`src/rtl/intc_entry_seq.sv`:
```
// intc_entry_seq: interrupt-entry sequencer sitting between the INTC and the CPU core.
// It takes a pending request at an instruction boundary and runs the vector handshake.
// It then pushes SR and PC, fetches the handler address, and hands NEW_PC/NEW_SP/NEW_SR_I
// back to the core. The core is held stalled while the entry runs.
// Optional feature: define INT_ENTRY_ADDR_ERR_EN to reject entries whose SP or VBR is not
// word aligned. A rejected entry pulses ADDR_ERR instead of running.
module intc_entry_seq #(
    parameter logic [7:0] VEC_NMI  = 8'd11,
    parameter int         STK_STEP = 4
) (
    input  logic        CLK,
    input  logic        RST,
    input  logic        CE_R,
    input  logic        INT_REQ,
    input  logic [3:0]  INT_LVL,
    input  logic [7:0]  INT_VEC,
    output logic        INT_ACK,
    output logic        VECT_REQ,
    input  logic        VECT_WAIT,
    input  logic        INST_BND,
    input  logic [3:0]  SR_I,
    input  logic [31:0] SR_IN,
    input  logic [31:0] PC_IN,
    input  logic [31:0] SP_IN,
    input  logic [31:0] VBR,
    output logic [31:0] MEM_A,
    output logic [31:0] MEM_DO,
    input  logic [31:0] MEM_DI,
    output logic        MEM_WE,
    output logic        MEM_REQ,
    input  logic        MEM_WAIT,
    output logic        CORE_STALL,
    output logic        ENTRY_DONE,
    output logic [31:0] NEW_PC,
    output logic [31:0] NEW_SP,
    output logic [3:0]  NEW_SR_I,
    output logic        ADDR_ERR
);

    localparam logic [31:0] STEP1 = 32'(STK_STEP);
    localparam logic [31:0] STEP2 = 32'(2 * STK_STEP);

    typedef enum logic [2:0] {
        IDLE, VREQ, VWAIT, PUSH_SR, PUSH_PC, RD_VEC, DONE
    } state_t;

    state_t      state;
    logic [3:0]  lvl_q;
    logic [31:0] sr_q, pc_q, sp_q, vbr_q;
    logic [7:0]  vec_q;
    logic        accept;
    logic        reject;

    // NMI vector bypasses the level mask
    assign accept = INT_REQ & INST_BND & ((INT_LVL > SR_I) | (INT_VEC == VEC_NMI));

`ifdef INT_ENTRY_ADDR_ERR_EN
    logic addr_err_q;
    assign reject   = (SP_IN[1:0] != 2'b00) | (VBR[1:0] != 2'b00);
    assign ADDR_ERR = addr_err_q;
`else
    assign reject   = 1'b0;
    assign ADDR_ERR = 1'b0;
`endif

    // Entry FSM; all outputs registered. Reset wins over CE_R so a mid-entry reset
    // drops the bus and vector requests immediately.
    always_ff @(posedge CLK) begin
        if (RST) begin
            state      <= IDLE;
            lvl_q      <= '0;
            sr_q       <= '0;
            pc_q       <= '0;
            sp_q       <= '0;
            vbr_q      <= '0;
            vec_q      <= '0;
            INT_ACK    <= 1'b0;
            VECT_REQ   <= 1'b0;
            MEM_A      <= '0;
            MEM_DO     <= '0;
            MEM_WE     <= 1'b0;
            MEM_REQ    <= 1'b0;
            CORE_STALL <= 1'b0;
            ENTRY_DONE <= 1'b0;
            NEW_PC     <= '0;
            NEW_SP     <= '0;
            NEW_SR_I   <= '0;
`ifdef INT_ENTRY_ADDR_ERR_EN
            addr_err_q <= 1'b0;
`endif
        end else if (CE_R) begin
            INT_ACK    <= 1'b0;
            ENTRY_DONE <= 1'b0;
`ifdef INT_ENTRY_ADDR_ERR_EN
            addr_err_q <= 1'b0;
`endif
            case (state)
                IDLE: begin
                    CORE_STALL <= 1'b0;
                    if (accept && reject) begin
                        // misaligned stack/table: one-cycle stall, no handshake, no bus
                        CORE_STALL <= 1'b1;
`ifdef INT_ENTRY_ADDR_ERR_EN
                        addr_err_q <= 1'b1;
`endif
                    end else if (accept) begin
                        lvl_q      <= INT_LVL;
                        sr_q       <= SR_IN;
                        pc_q       <= PC_IN;
                        sp_q       <= SP_IN;
                        vbr_q      <= VBR;
                        CORE_STALL <= 1'b1;
                        VECT_REQ   <= 1'b1;
                        state      <= VREQ;
                    end
                end
                VREQ: begin
                    VECT_REQ <= 1'b0;
                    state    <= VWAIT;
                end
                VWAIT: begin
                    if (!VECT_WAIT) begin
                        vec_q   <= INT_VEC;
                        INT_ACK <= 1'b1;
                        MEM_REQ <= 1'b1;
                        MEM_WE  <= 1'b1;
                        MEM_A   <= sp_q - STEP1;
                        MEM_DO  <= sr_q;
                        state   <= PUSH_SR;
                    end
                end
                PUSH_SR: begin
                    if (!MEM_WAIT) begin
                        MEM_A  <= sp_q - STEP2;
                        MEM_DO <= pc_q;
                        state  <= PUSH_PC;
                    end
                end
                PUSH_PC: begin
                    if (!MEM_WAIT) begin
                        MEM_WE <= 1'b0;
                        MEM_DO <= '0;
                        MEM_A  <= vbr_q + {22'b0, vec_q, 2'b00};
                        state  <= RD_VEC;
                    end
                end
                RD_VEC: begin
                    if (!MEM_WAIT) begin
                        MEM_REQ    <= 1'b0;
                        MEM_A      <= '0;
                        NEW_PC     <= MEM_DI;
                        NEW_SP     <= sp_q - STEP2;
                        NEW_SR_I   <= lvl_q;
                        ENTRY_DONE <= 1'b1;
                        CORE_STALL <= 1'b0;
                        state      <= DONE;
                    end
                end
                DONE: begin
                    state <= IDLE;
                end
                default: begin
                    state <= IDLE;
                end
            endcase
        end
    end

endmodule
```
`config.mk`:
```
export PLATFORM = sky130hd
export DESIGN_NAME = intc_entry_seq
export DESIGN_NICKNAME = d
export VERILOG_FILES = /design/src/rtl/intc_entry_seq.sv
export SDC_FILE = /design/constraint.sdc
export NUM_CORES = 1
export LEC_CHECK = 0
export ABC_AREA = 1
export CAP_MARGIN = 40
export CORE_AREA = 2 2 184 186
export CTS_BUF_LIST = sky130_fd_sc_hd__clkbuf_2 sky130_fd_sc_hd__clkbuf_4 sky130_fd_sc_hd__clkbuf_8
export DETAILED_ROUTE_END_ITERATION = 7
export DIE_AREA = 0 0 186 188
export PLACE_DENSITY = 0.66
export SLEW_MARGIN = 20
export SYNTH_ARGS = -nofsm -noshare
export SYNTH_HDL_FRONTEND = slang
export SYNTH_SLANG_ARGS = --single-unit
```
`constraint.sdc`:
```
create_clock -name CLK -period 2.5 [get_ports CLK]
set_clock_uncertainty 0.2 [all_clocks]
set_input_delay 0.5 -clock CLK [delete_from_list [all_inputs] [get_ports CLK]]
set_output_delay 0.5 -clock CLK [all_outputs]
set_load 0.02 [all_outputs]
```
==> reports/qor.csv <==
stage;metric;value;unit
power;internal power;0.01040;W
clocking;Clock Path Buffers;3;
synthesis;Mapped Area;0.01304;mm²
drt;via count;13650;
worst_setup_path;Setup crit end kind;output pin;
synthesis;post-synth net total;2104;
clocking;setup bufs post-CTS;0;
drt;wire per inst;16.45;µm
worst_setup_path;reg2reg start;sp_q[5];
die;Rows;67;
synthesis;most common cell in the synthesized netlist;o21ai_0;
power;Psw;0.006510;W
sta;RSZ-0062 raised after global routing;false;
place;gpl congestion;0.9361;
grt;total track usage;25.26;%
power;worst vdd ir;0.0005625;V
drt;1st-iter DRT viols;774;
worst_setup_path;crit path to;MEM_A[2];
worst_setup_path;CP max stage delay;0.75;ns
worst_setup_path;Cell Chain, Critical Path;clkdlybuf4s50_1;
sta;max-slew violation total from the final report;0;
synthesis;Post-synth top cells;286 x o21ai_0, 281 x dfxtp_1, 262 x inv_1, 262 x nand2_1, 256 x nor2_1;
die;# IOs;322;
worst_setup_path;r2r endpoint;MEM_A[28];
drt;Vias/cell;5.004;
clocking;hold_buf cts;0;
power;combinational power share;40.3;%
place;port bufs;320;
die;die width;186;µm
sta;FMAX;0.4253;GHz
clocking;TritonCTS clock tree;built;
die;initial core utilization;39.38;%
cells_and_area;Layout Nets;2446;
synthesis;Synth Instances;1905;
clocking;Worst-Skew Late Latency;0.57;ns
synthesis;Avg Synthesized Cell Area;6.845;µm²
die;core area;0.03311;mm²
die;DIE AREA;0.03497;mm²
sta;Max transition margin;65.36;%
clocking;CTS resizes;0;
synthesis;register area share after synthesis;43.14;%
synthesis;number of library cell types mapped by synthesis;35;
drt;Final ANT Viol Nets;0;
power;Clock power frac;26.0;%
outcome;run status;finished, final reports clean;
synthesis;YS warnings;0;
sta;Final Hold Fails;0;
place;post-DP HPWL;33610;µm
clocking;CTS clk-pin slew, worst paths;0.06;ns
sta;Setup-failing EPs final;0;
clocking;# H-tree levels;2;
sta;final worst path period share;94.04;%
synthesis;asr flop ratio synth;0;%
synthesis;Post-synth EDFFs;0;
clocking;CTS Root Cell;clkbuf_8;
run;MaxCap Viol Count;0;
clocking;Clock Sinks;281;
grt;GR Overflow Total;0;
sta;Final Critical Period;2.351;ns
clocking;TritonCTS Buffers;48;
power;sequential share of power;33.7;%
worst_setup_path;WP depth;1;
worst_setup_path;Crit path buffers/inverters;1;
grt;first-pass GRT wire length;69630;µm
synthesis;Seq cells post-synth;281;
worst_setup_path;Reg2Reg Setup Slack;0.22;ns
drt;DRC viols;0;
grt;antenna violations before repair;2;
cells_and_area;final core utilization;55.19;%
worst_setup_path;Critical Path RT;1.80;ns
synthesis;top post-synthesis cells by area;dfxtp_1 43%, o21ai_0 11%, a21oi_1 8.6%;
drt;Routed WL;44870;µm
min_path;Hold Startpoint;MEM_DO[3];
grt;vias in the first global route;13150;
power;Net Sw Frac;38.50;%
min_path;Hold WC Path Type;reg -> reg;
drt;DR pass1 iterations;5;
sta;Worst-Margin Slew;0.5156;ns
sta;Hold Worst Slack;0.2458;ns
cells_and_area;Layout area overhead;40.16;%
worst_setup_path;depth of the most critical reg-to-reg path;11;
worst_setup_path;CP Class;reg -> out;
die;Die Y;188;µm
synthesis;Post-synth top flop;dfxtp_1;
power;PD cells;925.1;mW/mm²
synthesis;cell taking the most area after synthesis;dfxtp_1;
worst_setup_path;Setup crit start;MEM_A[2];
grt;largest net degree at the start of global routing;96;
worst_setup_path;critical path fanouts, max;2;
cells_and_area;layout cell share with drive strength beyond 1;7.986;%
worst_setup_path;Slowest cell on crit path;clkdlybuf4s50_1;
worst_setup_path;delay-heaviest family, CP;buffers and inverters;
worst_setup_path;Data arrival, critical path;1.65;ns
synthesis;post-synth top area share;43.14;%
power;P_leak;7.655;nW
worst_setup_path;CP Launch Type;flip-flop;
==> how the worst min path moves through the flow <==
stage                       to  depth (start not counted)
floorplan             vbr_q[2]                          2
global route         MEM_DO[3]                          2
CTS                  MEM_DO[3]                          2
finish               MEM_DO[3]                          2
global placement    MEM_DO[29]                          2
detailed placement   MEM_DO[0]                          2
==> cell families (layout without fill, tap and decap cells) <==
| group | after synthesis | count (layout) | share of synthesized area (%) |
|---|---|---|---|
| flip-flops | 281 | 281 | 43.14 |
| other | 1 | 2 | 0.02876 |
| XOR/XNOR | 33 | 33 | 2.216 |
| adder cells (fa/ha/maj) | 16 | 16 | 1.593 |
| AO/OA/AOI/OAI | 564 | 564 | 22.26 |
| buffers and inverters | 373 | 747 | 10.86 |
| AND/OR/NAND/NOR | 637 | 637 | 19.90 |
==> metal layers <==
metal,track usage (%),wire (µm),vias up
met1,31.14,18890,6178
met4,11.11,1906,0
met3,5.419,3137,108
met5,0,0,-
li1,-,-,6856
met2,42.16,20930,509
==> state kept, by name, indices dropped and copies added, names as in the netlist, 3 cells and up <==
signal / flops
NEW_PC: 32
lvl_q: 4
vbr_q: 32
vec_q: 8
pc_q: 32
MEM_A: 32
NEW_SP: 32
NEW_SR_I: 4
state: 3
MEM_DO: 32
sp_q: 32
sr_q: 32
==> cells in the final DEF, fill, tap and decap left out, drive strengths merged <==
master and count:
clkbuf 76, bufinv 1, inv 271, a221oi 1, a21oi 224, nor2 258
fa 1, o211ai 7, a31oi 3, ha 15, o21ai 292, o22ai 36
a211oi 1, nand3 82, buf 74, and2 2, xnor2 2, diode 1
clkdlybuf4s50 320, or2 2, nor3 14, nand4 14, clkinv 3, nand2 263
xor2 31, conb 1, nand3b 2, dfxtp 281, clkinvlp 2
==> final cells by class <==
class                           instances  area [µm²]
Clock inverter                          6       60.06
Fill cell                            3219       14840
Antenna cell                            1       2.502
Clock buffer                           76       958.4
Timing Repair Buffer                  394        3996
Sequential cell                       281        5625
Inverter                              271        1022
Multi-Input combinational cell       1251        6051
Tap cell                              448       560.5
==> power by group through the flow <==
stage	registers [W]	logic [W]	clock network, W
final	0.00569	0.00681	0.00440
after global routing	0.00577	0.00744	0.00470
after CTS	0.00569	0.00681	0.00450
after detailed placement	0.00577	0.00678	0
after global placement	0.00577	0.00671	0
after floorplan	0.00620	0.00323	0
==> per-stage QoR <==
step                setup TNS, ns  std cells  area, µm²  power (W)  setup slack (ns)
global route                    0       2727      18270    0.01790          0.005498
detailed placement         -35.80       2645      17230    0.01255           -0.3661
floorplan                       0       1905      13040   0.009430            0.2664
global placement           -32.99       2645      17230    0.01248           -0.3798
finish                          0       2728      18280    0.01691            0.1489
CTS                             0       2727      18250    0.01699           0.08998
(Power assumes the default switching activity.)
